<file path="config.mk">
export PLATFORM = sky130hd
export DESIGN_NAME = vga_timing_rx
export DESIGN_NICKNAME = d
export VERILOG_FILES = /design/src/rtl/vga_timing_rx.sv
export SDC_FILE = /design/constraint.sdc
export NUM_CORES = 1
export LEC_CHECK = 0
export CAP_MARGIN = 20
export CORE_ASPECT_RATIO = 1.75
export CORE_UTILIZATION = 40
export CTS_CLUSTER_DIAMETER = 200
export DETAILED_ROUTE_END_ITERATION = 8
export PLACE_DENSITY_LB_ADDON = 0.1
export SYNTH_ARGS = -nofsm -noshare
export SYNTH_HDL_FRONTEND = slang
export SYNTH_SLANG_ARGS = --single-unit
</file>
<file path="constraint.sdc">
create_clock -name clk -period 2.4 [get_ports clk]
set_clock_uncertainty 0.15 [all_clocks]
set_input_delay 0.48 -clock clk [delete_from_list [all_inputs] [get_ports clk]]
set_output_delay 0.48 -clock clk [all_outputs]
set_load 0.02 [all_outputs]
</file>
<file path="src/rtl/vga_timing_rx.sv">
// vga_timing_rx: follows an incoming h_sync / v_sync / display-enable raster and
// recovers pixel column/row, line and frame strobes, line errors and lock state.
module vga_timing_rx #(
  parameter int   H_BITS      = 7,
  parameter int   V_BITS      = 5,
  parameter int   H_PIXELS    = 50,
  parameter int   V_PIXELS    = 25,
  parameter int   H_PERIOD    = 66,
  parameter int   V_PERIOD    = 28,
  parameter logic H_POL       = 1'b0,
  parameter logic V_POL       = 1'b1,
  parameter int   SYNC_MIN    = 3,
  parameter int   LOCK_FRAMES = 2
) (
  input  logic              clk,
  input  logic              rst,
  input  logic              h_sync_in,
  input  logic              v_sync_in,
  input  logic              de_in,
  output logic [H_BITS-1:0] col,
  output logic [V_BITS-1:0] row,
  output logic              pix_valid,
  output logic              line_start,
  output logic              frame_start,
  output logic              locked,
  output logic              err_line
);

  localparam int RUN_BITS  = $clog2(SYNC_MIN + 1);
  localparam int GOOD_BITS = $clog2(LOCK_FRAMES + 1);

  localparam logic [RUN_BITS-1:0]  RUN_SAT   = RUN_BITS'(SYNC_MIN);
  localparam logic [RUN_BITS-1:0]  RUN_LAST  = RUN_BITS'(SYNC_MIN - 1);
  localparam logic [H_BITS-1:0]    H_MAX     = {H_BITS{1'b1}};
  localparam logic [H_BITS-1:0]    H_LAST    = H_BITS'(H_PERIOD - 1);
  localparam logic [H_BITS-1:0]    COL_SAT   = H_BITS'(H_PIXELS);
  localparam logic [V_BITS-1:0]    V_MAX     = {V_BITS{1'b1}};
  localparam logic [V_BITS-1:0]    V_LINES   = V_BITS'(V_PERIOD);
  localparam logic [V_BITS-1:0]    ROW_SAT   = V_BITS'(V_PIXELS);
  localparam logic [GOOD_BITS-1:0] GOOD_LOCK = GOOD_BITS'(LOCK_FRAMES);

  typedef enum logic [1:0] {SEARCH, VERIFY, LOCKED} state_t;

  state_t               state, next_state;
  logic [GOOD_BITS-1:0] good, good_next;

  logic                h_r, v_r, de_r, de_d;
  logic                h_act, v_act, h_det, v_det;
  logic [RUN_BITS-1:0] h_run, v_run;
  logic [H_BITS-1:0]   h_cnt;
  logic [V_BITS-1:0]   v_lines;
  logic                h_seen, err_seen, frame_ok;
  logic                err_det, frame_ok_c, h_sat, enter_search;
  logic [H_BITS-1:0]   col_cnt, col_next;
  logic [V_BITS-1:0]   row_cnt;
  logic                valid_c;

  // Reset the sync samples to their inactive level so release is not a pulse
  always_ff @(posedge clk or posedge rst) begin
    if (rst) begin
      h_r  <= ~H_POL;
      v_r  <= ~V_POL;
      de_r <= 1'b0;
      de_d <= 1'b0;
    end else begin
      h_r  <= h_sync_in;
      v_r  <= v_sync_in;
      de_r <= de_in;
      de_d <= de_r;
    end
  end

  assign h_act = (h_r == H_POL);
  assign v_act = (v_r == V_POL);
  assign h_det = h_act && (h_run == RUN_LAST);
  assign v_det = v_act && (v_run == RUN_LAST);

  always_ff @(posedge clk or posedge rst) begin
    if (rst) begin
      h_run <= '0;
      v_run <= '0;
    end else begin
      if (!h_act)                h_run <= '0;
      else if (h_run != RUN_SAT) h_run <= h_run + 1'b1;
      if (!v_act)                v_run <= '0;
      else if (v_run != RUN_SAT) v_run <= v_run + 1'b1;
    end
  end

  assign h_sat        = (h_cnt == H_MAX);
  assign err_det      = h_det && h_seen && (h_cnt != H_LAST);
  assign frame_ok_c   = (v_lines == V_LINES) && !err_seen && !err_det;
  assign enter_search = (next_state == SEARCH) && (state != SEARCH);

  // Line/frame measurement; frame_ok captures the verdict for the FSM a cycle later
  always_ff @(posedge clk or posedge rst) begin
    if (rst) begin
      h_cnt    <= '0;
      v_lines  <= '0;
      h_seen   <= 1'b0;
      err_seen <= 1'b0;
      frame_ok <= 1'b0;
    end else begin
      if (h_det)              h_cnt <= '0;
      else if (!h_sat)        h_cnt <= h_cnt + 1'b1;

      if (v_det)              v_lines <= h_det ? V_BITS'(1) : '0;
      else if (h_det && v_lines != V_MAX) v_lines <= v_lines + 1'b1;

      if (enter_search)       h_seen <= 1'b0;
      else if (h_det)         h_seen <= 1'b1;

      if (v_det) begin
        frame_ok <= frame_ok_c;
        err_seen <= 1'b0;
      end else if (err_det) begin
        err_seen <= 1'b1;
      end
    end
  end

  always_comb begin
    col_next = col_cnt;
    if (de_r) begin
      if (!de_d)                  col_next = '0;
      else if (col_cnt != COL_SAT) col_next = col_cnt + 1'b1;
    end
  end

  assign valid_c = de_r && (col_next < COL_SAT) && (row_cnt < ROW_SAT);

  always_ff @(posedge clk or posedge rst) begin
    if (rst) begin
      col_cnt     <= '0;
      row_cnt     <= '0;
      col         <= '0;
      row         <= '0;
      pix_valid   <= 1'b0;
      line_start  <= 1'b0;
      frame_start <= 1'b0;
      err_line    <= 1'b0;
    end else begin
      col_cnt <= col_next;
      if (v_det)                                     row_cnt <= '0;
      else if (de_d && !de_r && row_cnt != ROW_SAT) row_cnt <= row_cnt + 1'b1;
      if (valid_c) begin
        col <= col_next;
        row <= row_cnt;
      end
      pix_valid   <= valid_c;
      line_start  <= h_det;
      frame_start <= v_det;
      err_line    <= err_det;
    end
  end

  // The FSM works from the registered strobes, so lock changes trail them by one clock
  always_comb begin
    next_state = state;
    good_next  = good;
    unique case (state)
      SEARCH: begin
        if (frame_start) begin
          next_state = VERIFY;
          good_next  = '0;
        end
      end
      VERIFY: begin
        if (h_sat) begin
          next_state = SEARCH;
          good_next  = '0;
        end else if (frame_start) begin
          if (frame_ok) begin
            good_next = good + 1'b1;
            if (good_next == GOOD_LOCK) next_state = LOCKED;
          end else begin
            good_next = '0;
          end
        end
      end
      LOCKED: begin
        if (err_line || h_sat || (frame_start && !frame_ok)) next_state = SEARCH;
      end
      default: next_state = SEARCH;
    endcase
  end

  always_ff @(posedge clk or posedge rst) begin
    if (rst) begin
      state  <= SEARCH;
      good   <= '0;
      locked <= 1'b0;
    end else begin
      state  <= next_state;
      good   <= good_next;
      locked <= (next_state == LOCKED);
    end
  end

endmodule

</file>
==> flow_summary_export.csv <==
group,metric,value,unit
yosys,synth_async_sr_flop_share,100,%
critical_path,cp-startpoint,"col_cnt[0]",
global_routing,grt_use_met1,18.3,%
status,status,"finished clean",
yosys,syn-num-nets,261,
detailed_routing,first_iter_violations,133,
floorplan,fp.dieH,109,um
global_routing,gr-usage-met2,32.6,%
timing,hold_violations,0,
detailed_routing,num_vias,1859,
critical_path,crit_end,"row[2]",
layout,n_antenna_cell,0,
yosys,syn_area_per_cell,10.9,um2
placed_design,io_buffers,21,
timing,relSlewSlack,71.9,%
placed_design,placed_area,3060,um2
global_routing,grt_pass1_wl,9.21,mm
layout,final_cells,361,
critical_path,r2r_end,"row[2]",
timing,tightestPinTransition,0.418,ns
yosys,synth_edf_count,0,
pwr,p_total,2.62,mW
layout,final_cell_mix,"dfrtp_1, nor2_1, clkdlybuf4s50_1",
critical_path,cp_max_fo,11,
layout,synthToLayoutAreaGrowth,19.8,%
yosys,synth_seq_cells,56,
pwr,p_leak,1.46,nW
detailed_routing,vias_per_cell,5.15,
placed_design,dp_cells,353,
floorplan,die_w,63.4,um
floorplan,dieArea,6940,um2
yosys,netlist_area,2640,um2
clock_tree,cts_tree,"yes",
floorplan,coreArea,6280,um2
flow_run,cap_violations,0,
global_routing,antenna_found_initial,0,
floorplan,start_util,42.0,%
pwr,p_per_area,831,nW/um2
timing,hold_slack,0.277,ns
timing,grt_setup_unrepaired,"yes",
timing,finalMaxSlewViolations,0,
yosys,synth_cell_types,44,
global_routing,grt_pass1_vias,1983,
timing,fmax,0.427,GHz
floorplan,io_pins,22,
detailed_routing,drc,0,
layout,drive_above_1_share,15.7,%
clock_tree,clk_pin_slew,0.09,ns
critical_path,critPathKind,"register to register",
clock_tree,cts.path.max_buffers,2,
timing,period_minus_slack,2.34,ns
layout,final_common_cell,"dfrtp_1",
global_routing,grt.total_usage,17.5,%
clock_tree,clkLatencyLatePin,0.31,ns
min_path,hp-class,"primary input to async pin",
clock_tree,cts_sinks,56,
layout,final.fill_count,611,
global_routing,grtUsageMet3,3.11,%
yosys,ys_warn_count,0,
critical_path,cp.arrival,2.39,ns
global_routing,overflow,0,
yosys,netlist_instances,242,
yosys,synth_top_flop_cell,"dfrtp_1",
critical_path,startpoint_type,"register",
critical_path,reg2reg_setup_slack,0.06,ns
detailed_routing,routed_wl,5.25,mm
layout,final_area,3160,um2
clock_tree,cts_root_buffer,"clkbuf_8",
placed_design,hpwl,3.85,mm
timing,min_period_over_period,97.6,%
detailed_routing,avgRoutedWirePerCell,14.5,um
clock_tree,cts_made_buffers,5,
placed_design,gp_congestion,0.914,
global_routing,top_usage_layer,"met2",
layout,final_nets,299,
critical_path,cp.required,2.45,ns
critical_path,reg2reg_depth,9,
timing,setup_viol,0,
critical_path,r2r-start,"col_cnt[0]",
yosys,ys_seq_area_share,53.2,%
critical_path,crit_path_end_kind,"register",
clock_tree,post_cts_buffers,0,
clock_tree,htreeDepth,2,
detailed_routing,drtPass1Iterations,4,
floorplan,rows,38,
detailed_routing,ant_nets,0,
pwr,ir_drop,0.000504,V
global_routing,grt_max_degree,45,
==> stage by stage <==
step	TNS [ns]	utilization, %	setup slack (ns)
CTS	0	50.2	0.0318
global route	-0.214	50.4	-0.0298
finish	0	50.4	0.0584
detailed placement	0	48.7	0.0108
global placement	0	48.7	0.0668
floorplan	0	-	0.0588
==> per-layer routing <==
metal	share of wire (%)	vias to the layer above
met5	0	-
met4	3.1	0
met3	1.8	11
met2	55	19
met1	40	910
li1	-	919
==> cell families after synthesis <==
logic type	after synthesis	share of synthesized area, %
AND/OR/NAND/NOR	77	14.7
flip-flops	56	53.2
AO/OA/AOI/OAI	49	12.3
buffers and inverters	25	4.17
adder cells (fa/ha/maj)	14	6.64
XOR/XNOR	11	3.65
multiplexers	10	5.36
==> area by class of cell <==
type	instances	area [um2]	share of cell area (%)
repair buffers	38	363	11.5
well taps	80	100	3.17
flip-flops and latches	56	1400	44.4
inverters	18	67.6	2.14
clock buffers	8	90.1	2.85
multi-input cells	161	1140	35.9
==> how the worst min path moves through the flow <==
stage	endpoint	slack, ns	from	cells after the start
final	h_seen	0.28	rst	2
after global routing	h_seen	0.28	rst	2
after CTS	h_cnt[5]	0.27	rst	2
after detailed placement	de_d	0.31	de_r	0
after global placement	de_d	0.30	de_r	0
after floorplan	de_d	0.29	de_r	0
==> report_power, final <==
group	internal [mW]	switching, mW
Clock	0.236	0.292
Sequential	1.15	0.219
Combinational	0.379	0.349
==> state kept, by name (all words and copies together) (netlist names), 2 cells and up <==
register  count
v_run         2
col_cnt       7
row_cnt       5
col           7
v_lines       5
state         2
h_cnt         7
row           5
h_run         2
good          2
==> Yosys cell counts, types with 6 or more instances <==
cell type,instances,area share (%)
nor2_1,24,3.4
nand3_1,6,1.1
xor2_1,7,2.3
ha_1,14,6.6
nand4_1,6,1.4
nor3_1,7,1.3
inv_1,17,2.4
dfrtp_1,55,52
nand2_1,15,2.1
o21ai_0,12,2.3
mux2_4,8,4.6
a21oi_1,12,2.3
==> timing repair <==
item                                   in CTS  in global routing
pin swaps                                   0                  0
cloned                                      0                  0
gates resized for setup                     1                  4
endpoints found under the hold margin       0                  0
hold buffers                                0                  0
setup endpoints to repair                   1                  9
==> worst max-delay path, stage by stage (launching register included) <==
cell and delay (ns):
dfrtp_1 0.40, inv_2 0.06, ha_1 0.13, or4b_4 0.49, o21ai_4 0.19, a221oi_2 0.10
o21ai_2 0.17, o21ai_2 0.09, buf_12 0.16, mux2_4 0.29
(Power assumes the default switching activity.)
